--- src/rtl/reg_file_sb.sv ---
// Register file with per-register busy scoreboard, write-first bypass and a post-reset clear sweep.
// Read data is registered with 1-cycle latency; busy1/busy2 come combinationally from the current state.
module reg_file_sb #(
  parameter int N        = 16,
  parameter int ADDR_W   = 3,
  parameter bit ZERO_REG = 1'b0
) (
  input  logic              clk,
  input  logic              rst,
  input  logic              read_enable,
  input  logic [ADDR_W-1:0] read_addr1,
  input  logic [ADDR_W-1:0] read_addr2,
  output logic [N-1:0]      read_data1,
  output logic [N-1:0]      read_data2,
  input  logic              write_enable,
  input  logic [ADDR_W-1:0] write_addr,
  input  logic [N-1:0]      write_data,
  input  logic              reserve_enable,
  input  logic [ADDR_W-1:0] reserve_addr,
  output logic              busy1,
  output logic              busy2,
  output logic              ready
);
  localparam int DEPTH = 2**ADDR_W;

  typedef enum logic {INIT, RUN} state_t;

  state_t            state_q, state_d;
  logic [ADDR_W-1:0] ptr_q, ptr_d;
  logic [N-1:0]      mem_q [DEPTH];
  logic [N-1:0]      mem_d [DEPTH];
  logic [DEPTH-1:0]  busy_q, busy_d;
  logic [N-1:0]      rd1_q, rd1_d, rd2_q, rd2_d;
  logic              wr_ok, rsv_ok;

  // With ZERO_REG, register 0 silently drops writes and reserves.
  assign wr_ok  = write_enable   && !(ZERO_REG && write_addr   == '0);
  assign rsv_ok = reserve_enable && !(ZERO_REG && reserve_addr == '0);

  always_comb begin
    state_d = state_q;
    ptr_d   = ptr_q;
    mem_d   = mem_q;
    busy_d  = busy_q;
    rd1_d   = rd1_q;
    rd2_d   = rd2_q;
    if (state_q == INIT) begin
      mem_d[ptr_q]  = '0;
      busy_d[ptr_q] = 1'b0;
      ptr_d         = ptr_q + 1'b1;
      rd1_d         = '0;
      rd2_d         = '0;
      if (ptr_q == ADDR_W'(DEPTH - 1)) state_d = RUN;
    end else begin
      if (read_enable) begin
        rd1_d = (wr_ok && write_addr == read_addr1) ? write_data : mem_q[read_addr1];
        rd2_d = (wr_ok && write_addr == read_addr2) ? write_data : mem_q[read_addr2];
      end
      if (wr_ok) begin
        mem_d[write_addr]  = write_data;
        busy_d[write_addr] = 1'b0;
      end
      // Reserve is applied after the write so it wins on an address collision.
      if (rsv_ok) busy_d[reserve_addr] = 1'b1;
    end
  end

  always_ff @(posedge clk) begin
    if (rst) begin
      state_q <= INIT;
      ptr_q   <= '0;
      rd1_q   <= '0;
      rd2_q   <= '0;
    end else begin
      state_q <= state_d;
      ptr_q   <= ptr_d;
      rd1_q   <= rd1_d;
      rd2_q   <= rd2_d;
      mem_q   <= mem_d;
      busy_q  <= busy_d;
    end
  end

  assign read_data1 = rd1_q;
  assign read_data2 = rd2_q;
  assign ready      = (state_q == RUN);
  assign busy1      = (state_q == RUN) && busy_q[read_addr1];
  assign busy2      = (state_q == RUN) && busy_q[read_addr2];

endmodule
--- config.mk ---
export PLATFORM = sky130hd
export DESIGN_NAME = reg_file_sb
export DESIGN_NICKNAME = d
export VERILOG_FILES = /design/src/rtl/reg_file_sb.sv
export SDC_FILE = /design/constraint.sdc
export NUM_CORES = 1
export LEC_CHECK = 0
export CAP_MARGIN = 10
export CORE_MARGIN = 8
export CORE_UTILIZATION = 45
export CTS_BUF_LIST = sky130_fd_sc_hd__clkbuf_16
export DETAILED_ROUTE_END_ITERATION = 16
export SLEW_MARGIN = 20
export SYNTH_ARGS = -nofsm -noshare
export SYNTH_HDL_FRONTEND = slang
export SYNTH_SLANG_ARGS = --single-unit
export TNS_END_PERCENT = 5
--- constraint.sdc ---
create_clock -name clk -period 3.8 [get_ports clk]
set_input_delay 0.76 -clock clk [delete_from_list [all_inputs] [get_ports clk]]
set_output_delay 0.76 -clock clk [all_outputs]
set_load 0.05 [all_outputs]
# [Yosys cells after proc, flatten, opt, wreduce, memory -nomap -nowiden]
# Index checks and enable logic that the tools add are counted.
[op_classes] add_sub_neg=1 order_cmp=14 n_eq_ne=4 mux=31 n_bitwise=13 n_reduce_logical=11
[op_table] op="128-bit 2-to-1 mux" n=2
[op_table] op="128-bit AND" n=1
[op_table] op="128-bit bitwise mux" n=1
[op_table] op="16-bit 2-to-1 mux" n=8
[op_table] op="128-bit NOT" n=1
[op_table] op="16-bit binary-select mux with 3-bit select" n=2
[op_table] op="16-bit demux with 3-bit select" n=2
[op_table] op="8-bit 2-to-1 mux" n=4
[op_table] op="3-bit by 4-bit < comparator with 1-bit output, second input constant" n=5
[op_table] op="8-bit AND" n=2
[op_table] op="4-bit greater-or-equal comparator, second input constant" n=4
[op_table] op="3-bit NOT with 4-bit output" n=4
[op_table] op="8-bit NOT" n=2
[op_table] op="1-bit demux with 3-bit select" n=3
[op_table] op="3-bit by 1-bit greater-or-equal comparator with 1-bit output, second input constant" n=3
[op_table] op="1-bit logical AND" n=9
[op_table] op="4-bit by 1-bit < comparator with 1-bit output, second input constant" n=2
[op_table] op="8-bit OR" n=1
[op_table] op="1-bit 2-to-1 mux" n=7
[op_table] op="1-bit binary-select mux with 3-bit select" n=2
[op_table] op="3-bit equality test" n=2
[op_table] op="3-bit by 1-bit adder with 3-bit output, second input constant" n=1
[op_table] op="3-bit equality test, second input constant" n=1
[op_table] op="2-bit inequality test, second input constant" n=1
[op_table] op="other kinds (3)" n=4
[totals] regBits=172 input_bits=33 out_inout_bits=35 wordCells=87

# [Depth between registers and ports, before layout]
# Gate-level depths: netlist (run 1).
[logic_depth] ltp_word=11 depth_mapped=6 mapped_depth_nobuf=4

# [Worst setup path after synthesis (run 1)]
# No wires, ideal clock.
[synth_path] path_type="register -> output" startpoint="register state_q, in the netlist ready" endpoint="output busy2" arrival_ps=2331 required_time_ps=3040 slack_ps=709 path_stages_with_launch=6 path_buffers=4 path_cell_list="dfxtp_1 -> buf_2 -> buf_2 -> buf_2 -> buf_2 -> nor2b_1"
[synth_between] elab_chain_cells=1
[synth_lines] item="start, declared" line="28" rtl="state_t state_q, state_d;"
[synth_lines] item="start signal, assigned" line="75" rtl="state_q <= state_d;"
[synth_lines] item="1-bit logical AND" line="88" rtl="assign busy2 = (state_q == RUN) && busy_q[read_addr2];"
[synth_lines] item="end, declared" line="21" rtl="output logic busy2,"
# No other way between the ends.

# [Final worst setup path (run 1)]
[layout_path] startpoint="register state_q, in the netlist ready" endpoint="output ready"
[layout_lines] item="end, declared" line="22" rtl="output logic ready"
# No word-level cell between the ends.

==> results of run 1 <==
-- area by class of cell --
cell class / instances / area share [%]
Timing Repair Buffer: 109 / 8.49
Multi-Input combinational cell: 436 / 39.9
Clock inverter: 14 / 0.894
Clock buffer: 18 / 4.02
Sequential cell: 172 / 42.9
Inverter: 20 / 0.670
Tap cell: 275 / 3.07
-- layout by cell type, fill, tap and decap left out, types with 3 or more instances in the layout --
master and n:
a21oi_1 5, a21oi_2 4, a22o_1 114, a32o_1 3, and2_1 16, and3b_1 3
buf_2 6, buf_4 44, clkbuf_16 18, clkdlybuf4s50_1 59, clkinv_2 3, dfxtp_1 35
edfxtp_1 136, inv_1 23, inv_4 3, mux2i_1 41, mux4_1 4, mux4_2 64
nand2_1 72, nand3b_1 3, nand4b_1 3, nor2_1 8, nor2_2 3, nor2b_1 5
nor3b_1 3, nor3b_2 4, nor4bb_1 3, o21ai_0 17, o221ai_1 12, o221ai_2 20
xor2_1 7
-- per-layer routing --
layer	GRT usage, %	wire [um]	vias to the layer above
met5	0	0	-
met4	7.92	599	0
met3	5.79	3180	49
met2	36.2	14200	436
met1	32.1	13000	3625
li1	-	-	2957
-- kinds of logic (layout without fill, tap and decap cells) --
kind of cell	after synthesis	count (layout)	synth area share (%)
multiplexers	111	111	20.3
buffers and inverters	104	161	5.20
AND/OR/NAND/NOR	136	136	7.31
flip-flops	172	172	49.4
AO/OA/AOI/OAI	180	180	16.9
adder cells (fa/ha/maj)	2	2	0.257
XOR/XNOR	7	7	0.630
-- worst min path at each step --
stage                                   to  slack (ns)  depth (start not counted)
2_1_floorplan           mem_q[0]$_DFFE_PP_        0.53                          2
3_3_place_gp    read_data2[9]$_SDFFE_PP0P_        0.45                          2
3_5_place_dp    read_data2[7]$_SDFFE_PP0P_        0.45                          2
4_1_cts         read_data2[7]$_SDFFE_PP0P_        0.48                          2
5_1_grt         read_data2[5]$_SDFFE_PP0P_        0.50                          2
6_report       read_data1[10]$_SDFFE_PP0P_        0.47                          2
-- power breakdown --
part	internal (mW)	total, mW	switching [mW]
sequential	2.21	2.33	0.119
clock	0.931	1.67	0.743
combinational	0.350	0.712	0.361
total	3.49	4.71	1.22
-- sequential cells by signal, indices dropped and copies added, names as in the netlist --
name and count:
busy_q 8, mem_q 128, ptr_q 3, read_data1 16
read_data2 16, ready 1
-- through the flow --
stage	total power, mW	util (%)
2_1_floorplan	2.81	-
3_3_place_gp	3.04	50.3
3_5_place_dp	3.06	50.3
4_1_cts	4.71	52.9
5_1_grt	4.85	52.9
6_report	4.71	52.9
==> impl_metrics.env, run 1 <==
export IMPL_post_place_ws_ns=1.07
export IMPL_regArea_um2=4810
export IMPL_criticalPathCategory="reg2out"
export IMPL_crit_slowest_cell="clkdlybuf4s50_1"
export IMPL_root_buffer="clkbuf_16"
export IMPL_die_y_um=163
export IMPL_grt_ovfl_total=0
export IMPL_placed_cells=1012
export IMPL_drt_initial_drc_count=868
export IMPL_wire_per_inst_um=29.6
export IMPL_grt_pass1_wl_um=46700
export IMPL_seq_area_frac_synth_pct=49.4
export IMPL_fin_setup_tns_ns=0
export IMPL_period_needed_ns=2.99
export IMPL_cts_tree="done"
export IMPL_cp_arrival_ns=2.23
export IMPL_cpPeakStageDelay_ns=0.95
export IMPL_crit_buf_inv=1
export IMPL_grt_pass1_vias=7315
export IMPL_yosysWarnings=0
export IMPL_synth_distinct_cells=41
export IMPL_cts_buffers=17
export IMPL_drtAntennaViolNets=0
export IMPL_synth_seq_cells=172
export IMPL_io_buffers=67
export IMPL_cp_depth=1
export IMPL_endpoint="ready"
export IMPL_synth_async_sr_flop_share_pct=0
export IMPL_pin_count=68
export IMPL_start_util_pct=46.0
export IMPL_whs_ns=0.470
export IMPL_r2r_end="read_data2[1]$_SDFFE_PP0P_"
export IMPL_clkLatencyLatePin_ns=0.43
export IMPL_fin_ws_ns=0.805
export IMPL_htreeDepth=4
export IMPL_fin_nets=791
export IMPL_num_vias=7067
export IMPL_postPlaceCellArea_um2=10600
export IMPL_ir_drop_mv=0.318
export IMPL_finClkSkew_ns=0.0104
export IMPL_synth_area_leaders="edfxtp_1 42%, mux4_2 15%, a22o_1 10%"
export IMPL_clkSlewWorstSetupHoldPaths_ns=0.07
export IMPL_timing_final_crit_share_pct=78.8
export IMPL_r2r_slack_ns=1.30
export IMPL_hold_violations=0
export IMPL_netlist_instances=712
export IMPL_ctsResizeCount=0
export IMPL_powerDensity_nw_per_um2=421
export IMPL_gp_congestion=0.837
export IMPL_worstPathCellList="clkdlybuf4s50_1"
export IMPL_relSlewSlack_pct=22.4
export IMPL_synth_most_common_cell="edfxtp_1"
export IMPL_num_fill_cells=1749
export IMPL_leakage_nw=4.20
export IMPL_grt_use_total_pct=23.5
export IMPL_startpoint_type="flop"
export IMPL_clkSinkCount=172
export IMPL_vias_per_cell=6.77
export IMPL_synth_net_count=747
export IMPL_min_delay_start="read_data1[10]$_SDFFE_PP0P_"
export IMPL_post_cts_buffers=0
export IMPL_die_x_um=163
export IMPL_rr_worst_depth=5
export IMPL_yosysTopAreaCellShare_pct=42.0
export IMPL_area_growth_pct=15.1
export IMPL_synth_common_cells="136 x edfxtp_1, 114 x a22o_1, 72 x nand2_1"
export IMPL_cp_max_fo=33
export IMPL_cp_top_family="buffers and inverters"
export IMPL_wl_um=30900
export IMPL_drive_gt1_share_pct=23.7
export IMPL_coreArea_um2=21200
export IMPL_synthesis_area_um2=9730
export IMPL_multiInputGateArea_um2=4470
export IMPL_status="finished, final reports clean"
export IMPL_cp_startpoint="ready$_SDFF_PP0_"
export IMPL_timing_fmax_mhz=334
export IMPL_die_area_um2=26600
export IMPL_firstDrtPassIters=5
export IMPL_postCtsHoldBufs=0
export IMPL_rsz0062_at_grt="false"
export IMPL_final_area_um2=11200
export IMPL_grt_max_degree=39
export IMPL_reg2reg_from="ready$_SDFF_PP0_"
export IMPL_maxCapViolCount=0
export IMPL_finalSetupViolCount=0
export IMPL_drv_slew=0
export IMPL_critPathCaptureType="primary output"
export IMPL_synth_area_leader_cell="edfxtp_1"
export IMPL_finalNonFillerCells=1044
export IMPL_antennaDiodeCount=0
export IMPL_ys_flop_type="edfxtp_1"
export IMPL_avgSynthCellArea_um2=13.7
export IMPL_worstMarginPinSlew_ns=1.16
export IMPL_num_rows=53
export IMPL_drcViolationCount=0
export IMPL_synth_edff_count=136
export IMPL_dp_hpwl_um=19700
export IMPL_hp_class="reg2reg"
export IMPL_antenna_found_initial=0
export IMPL_required_ns=3.04
export IMPL_cts_buffer_depth=2
Note: power is estimated with default switching activity, not from simulation.
==> run 2: changes to the inputs <==
PLACE_DENSITY = 0.66   (was default)
clock period = 2.6 ns   (was 3.8 ns; I/O delays follow)
==> run 2 against run 1 <==
- combinational power grew 49%
- non-clock buffer count grew 6
- design area grew 1.7%
- via count grew 0.50%
- total power grew 48%
- register-to-register slack lost 0.45 ns
- sequential cell count is the same
- die area is the same
- hold slack lost 0.0033 ns
- first-iteration DRC count shrank 3.1%
- count of clock-buffer cells in the layout shrank 1
- sequential power grew 46%
==> impl_metrics.env, run 2 (synthesized netlist as in run 1, its figures left out) <==
export IMPL_postCtsHoldBufs=0
export IMPL_drtAntennaViolNets=0
export IMPL_largest_register_ffs=128
export IMPL_layout_commonest_cell="edfxtp_1"
export IMPL_grt_pass1_vias=7203
export IMPL_io_buffers=67
export IMPL_pin_count=68
export IMPL_whs_ns=0.467
export IMPL_cts_tree="done"
export IMPL_wl_um=30300
export IMPL_p_int_mw=5.18
export IMPL_leakage_nw=4.25
export IMPL_area_growth_pct=17.1
export IMPL_hold_violations=0
export IMPL_critPathCaptureType="primary output"
export IMPL_power_share_clock_pct=36.1
export IMPL_final_cell_mix="136 x edfxtp_1, 114 x a22o_1, 72 x nand2_1, 64 x mux4_2, 59 x clkdlybuf4s50_1"
export IMPL_die_y_um=163
export IMPL_postPlaceCellArea_um2=10800
export IMPL_worstMarginPinSlew_ns=0.560
export IMPL_maxCapViolCount=0
export IMPL_cpPeakStageDelay_ns=0.48
export IMPL_ctsResizeCount=0
export IMPL_die_x_um=163
export IMPL_fin_setup_tns_ns=0
export IMPL_fin_ws_ns=0.274
export IMPL_coreArea_um2=21200
export IMPL_powerDensity_nw_per_um2=613
export IMPL_drt_initial_drc_count=841
export IMPL_num_rows=53
export IMPL_clkSlewWorstSetupHoldPaths_ns=0.07
export IMPL_status="finished, final reports clean"
export IMPL_timing_fmax_mhz=430
export IMPL_vias_per_cell=6.77
export IMPL_swShare_pct=25.9
export IMPL_timing_final_crit_share_pct=89.5
export IMPL_gp_congestion=0.839
export IMPL_crit_buf_inv=1
export IMPL_die_area_um2=26600
export IMPL_post_place_ws_ns=0.102
export IMPL_crit_slowest_cell="mux4_2"
export IMPL_cp_max_fo=3
export IMPL_period_needed_ns=2.33
export IMPL_cts_buffers=17
export IMPL_criticalPathCategory="reg2out"
export IMPL_antenna_found_initial=0
export IMPL_num_vias=7102
export IMPL_p_seq_share_pct=48.7
export IMPL_rsz0062_at_grt="false"
export IMPL_ir_drop_mv=0.432
export IMPL_regMostFlops="mem_q"
export IMPL_required_ns=2.08
export IMPL_pwr_share_comb_pct=15.2
export IMPL_cts_buffer_depth=2
export IMPL_drv_slew=0
export IMPL_fin_util_pct=53.8
export IMPL_final_area_um2=11400
export IMPL_antennaDiodeCount=0
export IMPL_drive_gt1_share_pct=23.8
export IMPL_cp_arrival_ns=1.81
export IMPL_drcViolationCount=0
export IMPL_grt_pass1_wl_um=45500
export IMPL_grt_use_total_pct=22.8
export IMPL_htreeDepth=4
export IMPL_grt_max_degree=39
export IMPL_cp_top_family="multiplexers"
export IMPL_post_cts_buffers=0
export IMPL_dp_hpwl_um=19200
export IMPL_startpoint_type="flop"
export IMPL_clkLatencyLatePin_ns=0.43
export IMPL_netSwitchingPower_mw=1.81
export IMPL_firstDrtPassIters=5
export IMPL_worstPathCellList="mux4_2 > mux2i_1 > nor2b_2 > buf_4"
export IMPL_start_util_pct=46.0
export IMPL_hp_class="reg2reg"
export IMPL_relSlewSlack_pct=62.6
export IMPL_root_buffer="clkbuf_16"
export IMPL_wire_per_inst_um=28.9
export IMPL_finClkSkew_ns=0.00899
export IMPL_fin_nets=797
export IMPL_grt_ovfl_total=0
export IMPL_finalSetupViolCount=0
export IMPL_clkSinkCount=172
run 2: changes by cell type in the layout (fill, tap and decap cells not counted), moves of 2 or more:
| cell | previous run | this run |
|---|---|---|
| nor2b_1 | 5 | 7 |
| inv_4 | 3 | 0 |
| nor2_2 | 3 | 0 |
| nor2_1 | 8 | 11 |
| inv_6 | 1 | 3 |
| inv_1 | 23 | 20 |
| clkinvlp_4 | 0 | 3 |
| buf_4 | 44 | 37 |
| buf_12 | 0 | 13 |
run 2: layout make-up:
type	instances	area, um2
clock buffers	17	425
clock inverters	14	145
fillers	1713	9760
inverters	20	75.1
multi-input cells	436	4440
flip-flops and latches	172	4810
well taps	275	344
repair buffers	115	1160
run 2: routing by layer:
layer	routed length [um]	global-route usage (%)	up-vias
met1	11800	29.7	3592
met4	971	8.84	0
li1	-	-	2963
met3	3370	6.39	75
met5	0	0	-
met2	14200	35.7	472
run 2: path summary, 6_finish.rpt:
check / slack, ns / cells past startpoint / endpoint / from
max: 0.27 / 4 / busy2 / busy_q[2]$_DFFE_PN_
min: 0.47 / 2 / read_data1[8]$_SDFFE_PP0P_ / read_data1[8]$_SDFFE_PP0P_
min reg2reg: 0.47 / 2 / read_data1[8]$_SDFFE_PP0P_ / read_data1[8]$_SDFFE_PP0P_
max reg2reg: 0.85 / 5 / read_data2[6]$_SDFFE_PP0P_ / ready$_SDFF_PP0_
run 2: worst register-to-register path, stage by stage (launching register included):
cell,delay (ns)
dfxtp_2,0.36
buf_4,0.42
nor3b_2,0.25
buf_4,0.40
nand2_1,0.17
o221ai_2,0.08
run 2: power groups by stage:
stage / Combinational, mW / Sequential (mW) / Clock, mW
after floorplan: 0.735 / 3.37 / 0
after detailed placement: 1.05 / 3.45 / 0
final: 1.06 / 3.40 / 2.52
after global routing: 1.12 / 3.42 / 2.65
after global placement: 1.02 / 3.43 / 0
after CTS: 1.06 / 3.39 / 2.54
run 2: stage by stage:
stage | total power [mW] | cells
floorplan | 4.11 | 712
global placement | 4.45 | 1018
detailed placement | 4.50 | 1018
CTS | 6.99 | 1049
global route | 7.19 | 1049
finish | 6.98 | 1049
==> run 3: changes to the inputs <==
TNS_END_PERCENT = 1   (was 5)
==> results of run 3 <==
Final layout, timing and power as in run 2 (identical DEF).
